$ cat src/rtl/gpio_pkg.sv
// Shared GPIO constants used by the input conditioner and the register block.
package gpio_pkg;

    localparam int GPIO_WIDTH  = 32;
    localparam int GPIO_DBNC_W = 8;

endpackage

$ cat src/rtl/gpio_debounce_bit.sv
// One GPIO line: 2-flop synchronizer followed by a counter-based debounce filter.
module gpio_debounce_bit
    import gpio_pkg::*;
#(
    parameter int DBNC_W = GPIO_DBNC_W
) (
    input  logic              clk,
    input  logic              rst_n,
    input  logic              i_din_async,
    input  logic [DBNC_W-1:0] i_dbnc_cycles,
    output logic              o_idr,
    output logic              o_toggle
);

    logic              r_sync1;
    logic              r_sync2;
    logic [DBNC_W-1:0] r_cnt;
    logic              r_idr;
    logic [DBNC_W-1:0] w_cnt_nxt;
    logic              w_toggle;

    // Debounce decision; >= lets a freshly lowered threshold take effect at once
    always_comb begin
        w_toggle  = 1'b0;
        w_cnt_nxt = r_cnt;
        if (r_sync2 == r_idr) begin
            w_cnt_nxt = '0;
        end else if (r_cnt >= i_dbnc_cycles) begin
            w_toggle  = 1'b1;
            w_cnt_nxt = '0;
        end else begin
            w_cnt_nxt = r_cnt + DBNC_W'(1);
        end
    end

    // Synchronizer, counter and debounced value registers
    always_ff @(posedge clk or negedge rst_n) begin
        if (!rst_n) begin
            r_sync1 <= 1'b0;
            r_sync2 <= 1'b0;
            r_cnt   <= '0;
            r_idr   <= 1'b0;
        end else begin
            r_sync1 <= i_din_async;
            r_sync2 <= r_sync1;
            r_cnt   <= w_cnt_nxt;
            if (w_toggle) begin
                r_idr <= ~r_idr;
            end else begin
                r_idr <= r_idr;
            end
        end
    end

    assign o_idr    = r_idr;
    assign o_toggle = w_toggle;

endmodule

$ cat src/rtl/gpio_input_conditioner.sv
// GPIO input conditioner: per-line debounce, edge pulses, sticky status and irq.
module gpio_input_conditioner
    import gpio_pkg::*;
#(
    parameter int WIDTH  = GPIO_WIDTH,
    parameter int DBNC_W = GPIO_DBNC_W
) (
    input  logic              clk,
    input  logic              rst_n,
    input  logic [WIDTH-1:0]  din_async,
    input  logic [DBNC_W-1:0] dbnc_cycles,
    input  logic [WIDTH-1:0]  rier,
    input  logic [WIDTH-1:0]  fier,
    input  logic [WIDTH-1:0]  ier,
    input  logic [WIDTH-1:0]  isr_clr,
    output logic [WIDTH-1:0]  idr,
    output logic [WIDTH-1:0]  isr,
    output logic [WIDTH-1:0]  edge_rise,
    output logic [WIDTH-1:0]  edge_fall,
    output logic              irq
);

    logic [WIDTH-1:0] w_idr;
    logic [WIDTH-1:0] w_toggle;
    logic [WIDTH-1:0] w_isr_set;
    logic [WIDTH-1:0] r_edge_rise;
    logic [WIDTH-1:0] r_edge_fall;
    logic [WIDTH-1:0] r_isr;

    for (genvar g = 0; g < WIDTH; g++) begin : g_line
        gpio_debounce_bit #(
            .DBNC_W(DBNC_W)
        ) u_dbnc (
            .clk          (clk),
            .rst_n        (rst_n),
            .i_din_async  (din_async[g]),
            .i_dbnc_cycles(dbnc_cycles),
            .o_idr        (w_idr[g]),
            .o_toggle     (w_toggle[g])
        );
    end

    assign w_isr_set = (r_edge_rise & rier) | (r_edge_fall & fier);

    // Edge pulses coincide with the new idr value; set beats clear in isr
    always_ff @(posedge clk or negedge rst_n) begin
        if (!rst_n) begin
            r_edge_rise <= '0;
            r_edge_fall <= '0;
            r_isr       <= '0;
        end else begin
            r_edge_rise <= w_toggle & ~w_idr;
            r_edge_fall <= w_toggle & w_idr;
            r_isr       <= (r_isr & ~isr_clr) | w_isr_set;
        end
    end

    assign idr       = w_idr;
    assign isr       = r_isr;
    assign edge_rise = r_edge_rise;
    assign edge_fall = r_edge_fall;
    assign irq       = |(r_isr & ier);

endmodule

$ cat config.mk
export PLATFORM = sky130hd
export DESIGN_NAME = gpio_input_conditioner
export DESIGN_NICKNAME = d
export VERILOG_FILES = /design/src/rtl/gpio_pkg.sv /design/src/rtl/gpio_debounce_bit.sv /design/src/rtl/gpio_input_conditioner.sv
export SDC_FILE = /design/constraint.sdc
export NUM_CORES = 1
export LEC_CHECK = 0
export BUFFER_PORTS_ARGS = -buffer_cell sky130_fd_sc_hd__clkbuf_2
export CAP_MARGIN = 0
export CORE_MARGIN = 4
export CORE_UTILIZATION = 39
export DETAILED_ROUTE_END_ITERATION = 8
export PLACE_DENSITY = 0.62
export SLEW_MARGIN = 20
export SYNTH_ARGS = -nofsm -noshare
export SYNTH_HDL_FRONTEND = slang
export SYNTH_SLANG_ARGS = --single-unit
$ cat constraint.sdc
create_clock -name clk -period 6.5 [get_ports clk]
set_clock_uncertainty 0.1 [all_clocks]
set_input_delay 0.325 -clock clk [delete_from_list [all_inputs] [get_ports clk]]
set_output_delay 0.325 -clock clk [all_outputs]
set_load 0.1 [all_outputs]
# Yosys cells after proc, flatten, opt, wreduce, memory -nomap -nowiden
# Index checks and enable logic that the tools add are counted.
# totals
reg_bits,448
latchBits,0
mem_bits_rw,0
romBits,0
inputBits,170
out_inout_bits,129
wordCells,398
n_memories,0
# classes
addsub,32
n_mul,0
div_mod_pow,0
magnitude_cmp,32
eq_ne,32
shifts,0
n_mux,128
bitwise,42
n_reduce_logical,1
# op_table
operator,count
8-bit two-way mux,64
"8-bit by 1-bit adder with 8-bit output, second input constant",32
8-bit >= comparator,32
32-bit bitwise AND,6
1-bit two-way mux,64
32-bit inverter,2
32-bit OR,2
1-bit == test,32
1-bit inverter,32
32-bit OR reduction,1

# Depth between registers and ports, before layout
# logic_depth
ltp_word,4
mapped_depth,7
mapped_depth_nobuf,6

# Modules after synthesis
# From an unflattened synthesis, not the netlist that was laid out.
# hier_totals
cells_unflattened,2356
area_unflattened_um2,24105.6
# modules_own_cells
mod,n_inst,cells_per_inst,area_each_um2,seq_area_each_um2
gpio_debounce_bit,32,65,644.4,275.3
gpio_input_conditioner,1,276,3485.8,2402.3

# Worst setup path after synthesis
# No wires, ideal clock.
# synth_timing
path_type,flip-flop to output port
startpoint,"register r_isr[21], in the netlist isr[21]"
endpoint,output irq
t_arrival_ps,2098
required_ps,6075
setup_slack_ps,3977
path_stages_with_launch,4
path_buffers,0
path_cell_list,dfrtp_1 > a22oi_1 > nand4_1 > or4_1
# synth_between
elab_chain_len,2
# synth_rtl
element,line,text
"start, declared",gpio_input_conditioner.sv:28,logic [WIDTH-1:0] r_isr;
"start signal, assigned",gpio_input_conditioner.sv:54,r_isr <= (r_isr & ~isr_clr) | w_isr_set;
32-bit bitwise AND,gpio_input_conditioner.sv:62,assign irq = |(r_isr & ier);
32-bit OR reduction,gpio_input_conditioner.sv:62,
"end, declared",gpio_input_conditioner.sv:20,output logic irq
# Every way passes these cells.

# Final worst setup path
# layout_timing
startpoint,"register r_isr[14], in the netlist isr[14]"
endpoint,output irq
# Same word-level chain as after synthesis.

==> summary.txt <==
Status
  • Outcome: complete, no violations

Worst setup path
  • WP buf/inv: 1
  • Cell family with most CP delay: simple AND/OR/NAND/NOR gates
  • CP endpoint kind: output port
  • FF-to-FF Start: g_line[1].u_dbnc.r_cnt[0]
  • Arr. time, crit path: 2.81 ns
  • Crit-path max cell delay: 0.58 ns
  • Reg2Reg Setup Slack: 4.26 ns
  • Crit start category: flip-flop
  • Critical path type: flip-flop to output port
  • Crit path max fanout: 3
  • Reg-to-reg endpoint: g_line[1].u_dbnc.o_idr
  • Crit-path cells: a22oi_1, nand4_1, or4_1, clkbuf_2
  • Required time worst endpoint: 6.07 ns
  • Worst r2r path cells: 6
  • Worst path slowest cell: or4_1

Power and ir drop
  • Leak: 0.0144 uW
  • Cell internal pwr: 5760 uW
  • Share of power burned in registers: 0.396
  • Sw Share: 0.360
  • Pwr dens: 308 nW/um^2
  • Clock power share: 0.327
  • Max IR drop VDD: 197 uV
  • Comb pwr share: 0.277
  • P_sw: 3240 uW
  • Overall power after layout: 9000 uW

Routing
  • Routed vias: 18300
  • Drt pass-1 iters: 5
  • Via/cell ratio: 5.16
  • Routed Antenna Nets: 0
  • Wire per inst: 16.9 microns
  • Routed wire length: 59700 microns
  • 1st-iter DRT viols: 997
  • DRC: 0

Logic synthesis
  • Post-synthesis sequential area ratio: 0.463
  • Yosys warns: 0
  • Yosys cell types: 31
  • Synth Cell Area: 24200 sq um
  • Top cell type's share of synthesized area: 0.463
  • Flops & latches, synth: 448
  • Syn Inst Count: 2260
  • Synth area leader: dfrtp_1
  • Syn avg cell area: 10.7 sq um
  • Area contributors post-synth: dfrtp_1 46%, ha_1 15%, xor2_1 6.4%, nand3_1 3.2%, a21oi_1 2.6%
  • Synthesized Nets: 2718

STA
  • Fmax: 309 MHz
  • Final Slew Violations: 0
  • Unrepaired setup endpoints after global routing: false
  • Final Critical Period: 3.24 ns
  • Part of the cycle the worst path needs: 0.498
  • Least-Margin Pin Slew: 0.967 ns
  • Final hold violations: 0
  • Worst relative slew slack: 0.356
  • Setup TNS: 0 ns
  • Final Setup Violations: 0

Floorplan
  • Initial Util: 0.393
  • Die area: 66100 sq um
  • Die extent in x: 257 microns
  • Core Area: 61600 sq um
  • I/O pins: 299
  • FP Rows: 91
  • Die Height: 257 microns

Clocking
  • Postcts setup bufs: 0
  • Clock Sinks: 448
  • Root Driver: clkbuf_16
  • Htree depth: 2
  • CTS Buffer Depth: 3
  • Clk slew on worst S/H paths: 0.06 ns
  • Num CTS Buffers: 53
  • Clk_lat worst skew: 0.59 ns
  • CTS tree: built

Placed design
  • Gp weighted congestion: 0.821
  • Area of placed instances: 26500 sq um
  • Dpl hpwl: 40200 microns
  • Input/output buffers: 298

Final layout
  • Layout cells sized above 1: 0.171
  • Fill count: 5560
  • Fin area: 29200 sq um
  • Area Overhead vs Synth: 20.6%
  • Final core occ: 0.474
  • Nets: 3113

Global route
  • Number of global-route vias before repair: 18500
  • All-layer global routing usage: 0.177
  • Global-route wire length before repair: 95900 microns
  • Largest net degree at the start of global routing: 179
  • Initial antenna violation count: 4
  • GR Overflow Total: 0

Worst hold path
  • Hold endpoint: isr[8]
  • Min-Delay Path Class: input port to flip-flop
  • Hold Path Stages: 3
  • Hold_sp: fier[8]

Run
  • Max_cap viols: 0
## cells by family (layout without fill, tap and decap cells)
family,after synthesis,count (layout),share of synthesized area
and+or+nand+nor,739,739,0.163
DFF,448,448,0.463
AOI/OAI and AO/OA,411,411,0.114
adders and majority gates,288,288,0.149
xor gates and xnor gates,209,209,0.0756
buffers and inverters,148,585,0.0279
muxes,17,17,0.00790
other,0,1,0
## flip-flops by register name, summed over array words and instances, names as in the netlist
| name | flops |
|---|---|
| g_line.u_dbnc.r_cnt | 256 |
| edge_fall | 32 |
| edge_rise | 32 |
| g_line.u_dbnc.o_idr | 32 |
| g_line.u_dbnc.r_sync1 | 32 |
| g_line.u_dbnc.r_sync2 | 32 |
| isr | 32 |
## cell usage after synthesis (all sizes together)
library cell	number
a2111o	17
a21bo	15
a21oi	124
a22oi	48
a31o	17
a31oi	32
and2	1
and3	81
buf	32
clkbuf	30
dfrtp	448
ha	288
inv	86
mux2	17
nand2	65
nand2b	94
nand3	157
nand4	20
nor2	151
nor2b	15
nor3	105
nor3b	49
o211ai	47
o21a	30
o21ai	81
or4	1
xnor2	33
xor2	176
## timing repair
| item | in CTS | in global routing |
|---|---|---|
| endpoints found under the hold margin | 172 | 0 |
| resized for setup | 0 | 0 |
| hold buffers | 94 | 0 |
## how the worst max path moves through the flow
stage | startpoint | end | slack [ns] | cells past startpoint
2_1_floorplan | isr[21] | irq | 3.98 | 3
3_3_place_gp | dbnc_cycles[0] | g_line[2].u_dbnc.o_idr | 3.76 | 7
3_5_place_dp | dbnc_cycles[0] | g_line[11].u_dbnc.o_idr | 3.71 | 7
4_1_cts | isr[14] | irq | 3.24 | 4
5_1_grt | isr[12] | irq | 3.11 | 4
6_report | isr[14] | irq | 3.26 | 4
## cell usage in the layout, fill, tap and decap left out, types with 18 or more instances in the layout
master / n
nor3b_1: 49
o21ai_0: 81
nor3_1: 105
and3_1: 81
clkbuf_2: 297
dfrtp_1: 448
nand2_1: 65
nand3_1: 157
inv_1: 79
nand2b_1: 77
ha_1: 288
clkbuf_16: 54
a22oi_1: 48
o211ai_1: 47
dlygate4sd3_1: 94
o21a_1: 30
xor2_1: 176
nor2_1: 151
a21oi_1: 124
nand4_1: 20
xnor2_1: 33
clkbuf_8: 18
## layer usage
metal / share of wire / up-vias / track usage
met5: 0.00022 / - / 0
li1: - / 8908 / -
met1: 0.44 / 8828 / 0.229
met3: 0.056 / 126 / 0.0406
met2: 0.47 / 389 / 0.289
met4: 0.041 / 2 / 0.0693
## area by class of cell
type	count	area, sq um	share of cell area
multi-input cells	1664	12300	0.422
flip-flops and latches	448	11200	0.384
repair buffers	402	2540	0.0870
clock buffers	85	1650	0.0564
well taps	837	1050	0.0359
inverters	86	323	0.0111
clock inverters	12	104	0.00356
diodes	1	2.50	0.0000857
## stage by stage
step	instances	hold WS [ns]	setup slack, ns
3_5_place_dp	3343	0.235	3.71
4_1_cts	3534	0.0543	3.24
6_report	3535	0.0680	3.26
5_1_grt	3534	0.0637	3.11
3_3_place_gp	3343	0.233	3.76
2_1_floorplan	2260	-0.0706	3.98
## worst min-delay path: stages
cell,delay (ns)
clkbuf_2,0.08
a22oi_1,0.17
o21ai_0,0.13
## power groups by stage
stage                     clock network [uW]  logic (uW)  registers (uW)
after detailed placement                   0        2470            3600
after CTS                               3060        2520            3560
final                                   2940        2500            3560
after global routing                    3150        2750            3620
after global placement                     0        2400            3590
after floorplan                            0        1990            3520
(Power assumes the default switching activity.)
